File: src/rtl/fence_flush_sequencer.sv
// Sequences FENCE / FENCE.I / SFENCE.VMA / external D$ flush at commit:
// store drain, D$ flush handshake, then a single flush cycle for I$/TLB/pipeline.
module fence_flush_sequencer #(
  parameter int unsigned DFLUSH_TIMEOUT = 4096
) (
  input  logic clk_i,
  input  logic rst_ni,
  input  logic fence_req_i,
  input  logic fence_i_req_i,
  input  logic sfence_vma_req_i,
  input  logic flush_dcache_req_i,
  input  logic no_st_pending_i,
  output logic dcache_flush_o,
  input  logic dcache_flush_ack_i,
  output logic icache_flush_o,
  output logic tlb_flush_o,
  output logic flush_pipeline_o,
  output logic busy_o,
  output logic done_o,
  output logic timeout_o
);

  localparam int unsigned CNT_W = (DFLUSH_TIMEOUT == 0) ? 1 : $clog2(DFLUSH_TIMEOUT + 1);
  localparam logic [CNT_W-1:0] TO_LAST =
    CNT_W'((DFLUSH_TIMEOUT == 0) ? 0 : DFLUSH_TIMEOUT - 1);
  localparam bit TO_EN = (DFLUSH_TIMEOUT != 0);

  // request set bit positions: {need_d, need_i, need_tlb}
  localparam int unsigned ND = 2;
  localparam int unsigned NI = 1;
  localparam int unsigned NT = 0;

  typedef enum logic [1:0] {
    S_IDLE,
    S_DRAIN,
    S_DFLUSH,
    S_FLUSH
  } state_e;

  state_e           state;
  logic [2:0]       active;
  logic [2:0]       deferred;
  logic [CNT_W-1:0] cnt;

  logic [2:0] req_set;
  logic [2:0] next_set;
  logic       to_hit;

  assign req_set[ND] = fence_req_i | fence_i_req_i | flush_dcache_req_i;
  assign req_set[NI] = fence_i_req_i;
  assign req_set[NT] = sfence_vma_req_i;
  assign next_set    = deferred | req_set;

  assign to_hit = TO_EN && (state == S_DFLUSH) && (cnt == TO_LAST);

  always_ff @(posedge clk_i or negedge rst_ni) begin
    if (!rst_ni) begin
      state    <= S_IDLE;
      active   <= '0;
      deferred <= '0;
      cnt      <= '0;
    end else begin
      case (state)
        S_IDLE: begin
          if (|req_set) begin
            active   <= req_set;
            deferred <= '0;
            state    <= S_DRAIN;
          end
        end
        S_DRAIN: begin
          deferred <= deferred | req_set;
          if (no_st_pending_i) begin
            cnt   <= '0;
            state <= active[ND] ? S_DFLUSH : S_FLUSH;
          end
        end
        S_DFLUSH: begin
          deferred <= deferred | req_set;
          cnt      <= cnt + 1'b1;
          if (dcache_flush_ack_i || to_hit) state <= S_FLUSH;
        end
        S_FLUSH: begin
          // requests landing in the flush cycle chain straight into the next sequence
          deferred <= '0;
          if (|next_set) begin
            active <= next_set;
            state  <= S_DRAIN;
          end else begin
            active <= '0;
            state  <= S_IDLE;
          end
        end
        default: state <= S_IDLE;
      endcase
    end
  end

  assign busy_o           = (state != S_IDLE);
  assign dcache_flush_o   = (state == S_DFLUSH);
  assign flush_pipeline_o = (state == S_FLUSH);
  assign done_o           = (state == S_FLUSH);
  assign icache_flush_o   = (state == S_FLUSH) && active[NI];
  assign tlb_flush_o      = (state == S_FLUSH) && active[NT];
  // an ack arriving on the last allowed cycle suppresses the timeout pulse
  assign timeout_o        = to_hit && !dcache_flush_ack_i;

endmodule
File: config.mk
export PLATFORM = sky130hd
export DESIGN_NAME = fence_flush_sequencer
export DESIGN_NICKNAME = d
export VERILOG_FILES = /design/src/rtl/fence_flush_sequencer.sv
export SDC_FILE = /design/constraint.sdc
export NUM_CORES = 1
export LEC_CHECK = 0
export ABC_AREA = 1
export CAP_MARGIN = 20
export CORE_ASPECT_RATIO = 0.9
export CORE_MARGIN = 1.5
export CORE_UTILIZATION = 45
export DETAILED_ROUTE_END_ITERATION = 8
export HOLD_SLACK_MARGIN = 0.08
export PLACE_DENSITY_LB_ADDON = 0.2
export SETUP_SLACK_MARGIN = 0.5
export SYNTH_ARGS = -nofsm -noshare
export SYNTH_HDL_FRONTEND = slang
export SYNTH_SLANG_ARGS = --single-unit
File: constraint.sdc
create_clock -name clk_i -period 1.7 [get_ports clk_i]
set_clock_uncertainty 0.2 [all_clocks]
set_input_delay 0.425 -clock clk_i [delete_from_list [all_inputs] [get_ports clk_i]]
set_output_delay 0.425 -clock clk_i [all_outputs]
set_load 0.03 [all_outputs]
# ---- Yosys cells after proc, flatten, opt, wreduce, memory -nomap -nowiden
# Index checks and enable logic that the tools add are counted.
dict set report op_classes {
  n_addsub 1
  eq_ne 7
  muxes 13
  bitwise_logic 3
  reduce_logical 16
}
# operator count
set op_table {}
lappend op_table {{$pmux 13 s2} 1}
lappend op_table {{$add 13x1->13 const B} 1}
lappend op_table {{$eq 13x12->1 const B} 1}
lappend op_table {{$mux 13} 1}
lappend op_table {{$mux 3} 3}
lappend op_table {{$pmux 3 s3} 1}
lappend op_table {{$pmux 2 s4} 1}
lappend op_table {{$mux 2} 3}
lappend op_table {{$pmux 3 s2} 1}
lappend op_table {{$reduce_bool 2->1} 3}
lappend op_table {{$reduce_or 3->1} 2}
lappend op_table {{$eq 2x2->1 const B} 2}
lappend op_table {{$logic_and 1x1->1} 4}
lappend op_table {{$ne 2x2->1 const B} 2}
lappend op_table {{$reduce_and 2->1} 2}
lappend op_table {{$or 3x3->3} 1}
lappend op_table {{$reduce_and 3->1} 1}
lappend op_table {{$eq 2x1->1 const B} 1}
lappend op_table {{$logic_not 2->1} 1}
lappend op_table {{$mux 1} 2}
lappend op_table {{$ne 2x1->1 const B} 1}
lappend op_table {{$or 1x1->1} 2}
lappend op_table {{$reduce_or 2->1} 1}
lappend op_table {{$logic_not 1->1} 1}
lappend op_table {{$logic_or 1x1->1} 1}
dict set report word_totals {
  register_bits 21
  out_inout_bits 7
  elab_cells 44
}

# ---- Longest topological paths before layout
dict set report logic_depth {
  word_depth 6
  ltp_mapped 9
  ltp_nobuf 9
}

# ---- Worst setup path after synthesis
# No wires, ideal clock.
dict set report synth_timing {
  path_type {reg2out}
  from {register state[0]}
  to {output port timeout_o}
  t_arrival_ns 1.657
  required_time_ns 1.075
  path_slack_ns -0.582
  stages_incl_launch_ff 7
  n_path_buf 0
  path_cell_list {dfrtp_1 -> inv_1 -> ha_1 -> nand2_1 -> nor3_1 -> nand2_1 -> nor2_1}
}
dict set report synth_via {
  elab_chain_len 3
}
# element line
set synth_lines {}
lappend synth_lines {{start, declared} 40} ;# state_e state;
lappend synth_lines {{start signal, assigned} 75} ;# state <= active[ND] ? S_DFLUSH : S_FLUSH;
lappend synth_lines {{$eq 2x2->1} -}
lappend synth_lines {{named net dcache_flush_o} 13} ;# output logic dcache_flush_o,
lappend synth_lines {{$logic_and 1x1->1} 54} ;# assign to_hit = TO_EN && (state == S_DFLUSH) && (cnt == TO_LAST);
lappend synth_lines {{$logic_and 1x1->1} 106} ;# assign timeout_o = to_hit && !dcache_flush_ack_i;
lappend synth_lines {{end, declared} 20} ;# output logic timeout_o
# The timed path passes the listed nets, and every way through them passes these cells.

# ---- Worst setup path after layout
dict set report layout_timing {
  from {register state[0]}
  to {output port timeout_o}
}
dict set report layout_via {
  elab_chain_len 3
}
# element line
set layout_lines {}
lappend layout_lines {{$eq 2x2->1} 54}
lappend layout_lines {{$logic_and 1x1->1} 54}
lappend layout_lines {{$logic_and 1x1->1} 106}
# Every way passes these cells.

==> results.json <==
{
  "grt_max_degree": 22,
  "areaGrowthSynthToFinish_pct": 59.8,
  "setup_tns_ns": -5.35,
  "highest_layer": "met4",
  "cp_num_buf_inv": 2,
  "grt_use_total_pct": 22.5,
  "dr_wl_met2_mm": 1.78,
  "first_global_vias": 1156,
  "whs_ns": 0.240,
  "worst_pin_slew_ns": 0.284,
  "drc_errors": 0,
  "wl_met3_um": 126,
  "syn_nets": 180,
  "detail-route-antenna-nets": 0,
  "nFillCells": 152,
  "drt_pre_antenna_iters": 4,
  "hold_viol": 0,
  "design_area_um2": 2010,
  "grt_overflow": 0,
  "rows": 17,
  "clock_sinks": 21,
  "avgViaCountPerCell": 5.26,
  "synth_seq_cells": 21,
  "grt_setup_unrepaired": "yes",
  "ys_seq_area_share_pct": 41.9,
  "violations": "negative setup slack",
  "worstPathArrival_ns": 1.49,
  "status": "finished with violations",
  "synth_cell_types": 28,
  "io_buffers": 14,
  "r2r_start": "state[0]$_DFFE_PN0P_",
  "p_leak_uw": 0.000996,
  "path_cells": "inv_2 > ha_4 > nand2_2 > nor3_4 > nand2_4 > nor2_4 > buf_6",
  "clk_path_buf_depth": 2,
  "post-route-period-util_pct": 124,
  "setup_violations": 26,
  "yosysWarnings": 0,
  "layout_commonest_cell": "buf_4",
  "coreArea_um2": 2550,
  "cts_root_buf": "clkbuf_4",
  "slew_headroom_pct": 81.1,
  "die_h_um": 53.1,
  "crit_path_end_kind": "output port",
  "setup_ws_ns": -0.410,
  "dieArea_um2": 3120,
  "r2r_end": "cnt[6]$_DFFE_PN0P_",
  "cts_tree": "yes",
  "detail_route.iter0.violations": 61,
  "critPathKind": "reg -> out",
  "crit_cells": 7,
  "max_cap_viol_count": 0,
  "die-width_um": 58.7,
  "dpl_cell_area_um2": 1630,
  "maxSlewViolCount": 0,
  "drive_gt1_share_pct": 43.7,
  "synthesis.area_um2": 1250,
  "cts_made_buffers": 3,
  "p_per_area_nw_per_um2": 1570,
  "path_clk_slew_ns": 0.13,
  "place_hpwl_mm": 2.06,
  "dp_cells": 235,
  "crit_start": "state[0]$_DFFE_PN0P_",
  "cts_max_level": 1,
  "synth_top_area_share_pct": 41.9,
  "yosysTopAreaCell": "dfrtp_1",
  "critPathRequiredTime_ns": 1.07,
  "layout.cells.non_filler": 250,
  "crit_family": "flip-flops",
  "utilization_pct": 78.6,
  "hp-class": "in -> async",
  "clk-insertion-delay-late_ns": 0.32,
  "cpPeakStageDelay_ns": 0.43,
  "wl_mm": 3.55,
  "min_period_ns": 2.11,
  "avgRoutedWirePerCell_um": 14.2,
  "antenna_found_initial": 0,
  "worst-r2r-setup-slack_ns": -0.26,
  "vdd_drop_max_mv": 1.45,
  "final_cell_mix": "buf_4 (36), nand2_1 (34), dfrtp_1 (21)",
  "avgSynthCellArea_um2": 7.56,
  "netlist_instances": 166,
  "crit_path_start_kind": "flop",
  "cts_hold_repair.buffers": 0,
  "grt_first_pass_wirelength_mm": 5.11,
  "io_pins": 15,
  "r2r.worst_path.cells": 12,
  "vias": 1315,
  "final_nets": 237,
  "crit_path_top_delay_cell": "dfrtp_1",
  "crit_path_end": "timeout_o",
  "worstPathMaxFanout": 2,
  "start_util_pct": 49.2,
  "diodes": 0,
  "routabilityCongestion": 0.895,
  "wl_met1_mm": 1.56,
  "fmax_mhz": 474,
  "synthTopCellsByArea": "dfrtp_1 (42%), nand2_1 (12%), inv_1 (7.2%)"
}
-- state kept, by name, summed over array words and instances, names as in the netlist --
signal,flops
state,2
deferred,3
active,3
cnt,13
-- how the worst min path moves through the flow --
stage	startpoint	endpoint	slack, ns	cells after the start
CTS	rst_ni	cnt[1]$_DFFE_PN0P_	0.25	2
floorplan	rst_ni	active[0]$_DFFE_PN0P_	-0.07	0
finish	rst_ni	cnt[0]$_DFFE_PN0P_	0.24	2
global placement	active[1]$_DFFE_PN0P_	active[1]$_DFFE_PN0P_	0.31	2
detailed placement	cnt[12]$_DFFE_PN0P_	cnt[12]$_DFFE_PN0P_	0.31	2
global route	rst_ni	active[1]$_DFFE_PN0P_	0.26	2
-- kinds of logic (layout without fill, tap and decap cells) --
group,Yosys count,in the layout,share of synthesized area (%)
and+or+nand+nor,88,88,31.4
buffers and inverters,28,84,9.27
AOI/OAI and AO/OA,23,23,11.5
DFF,21,21,41.9
adders and majority gates,6,6,5.98
-- layer usage --
layer / vias up / track usage (%)
met1: 628 / 28.9
li1: 641 / -
met5: - / 0
met4: 0 / 7.58
met2: 36 / 37.3
met3: 10 / 5.13
-- metrics by stage --
stage / power (uW) / setup WS, ns
6_report: 3140 / -0.410
5_1_grt: 3320 / -0.480
4_1_cts: 2690 / -0.418
3_5_place_dp: 2100 / -0.215
3_3_place_gp: 2070 / -0.212
2_1_floorplan: 1590 / -0.156
-- cell type report --
| cell class | instances | area, um2 | area share (%) |
|---|---|---|---|
| clock buffer | 3 | 22.5 | 1.12 |
| multi-input combinational | 117 | 836 | 41.7 |
| timing repair buffer | 54 | 477 | 23.8 |
| sequential | 21 | 526 | 26.2 |
| tap | 28 | 35.0 | 1.75 |
| inverter | 26 | 105 | 5.24 |
| clock inverter | 1 | 5.00 | 0.250 |
-- report_power, final --
| part | internal [uW] | total [uW] | leakage, uW | switching (uW) |
|---|---|---|---|---|
| registers | 632 | 733 | 0.000270 | 101 |
| logic | 1030 | 2150 | 0.000708 | 1120 |
| clock network | 88.3 | 260 | 0.0000177 | 172 |
-- Yosys cell counts --
master,number
nor2_1,23
clkinv_1,1
inv_1,24
o21a_1,1
nor3_1,2
dfrtp_1,21
nand3_1,10
nand2_2,1
o21ai_4,1
and3_1,1
nand2_1,40
nor2_2,3
o21bai_1,1
inv_2,1
and3_2,1
a21oi_2,1
a211oi_1,1
nand3_2,2
buf_6,1
ha_1,6
buf_4,1
a21o_1,1
a21oi_1,12
nand4_1,3
o21ai_1,2
o21ai_2,1
nor3_2,2
o21ai_0,2
-- timing repair --
item	4_1_cts	5_1_grt
endpoints found under the setup margin	28	28
buffers inserted	5	6
resized for setup	25	35
pin swaps	11	21
cloned	0	0
-- worst register-to-register path: stages (launching register included) --
cell and delay (ns):
dfrtp_1 0.43, inv_2 0.08, ha_4 0.14, buf_4 0.11
buf_6 0.10, buf_6 0.10, inv_4 0.04, o21ai_4 0.14
buf_12 0.16, nand3_4 0.11, o21bai_1 0.18, nand2_1 0.08
inv_1 0.05
Note: power is estimated with default switching activity, not from simulation.
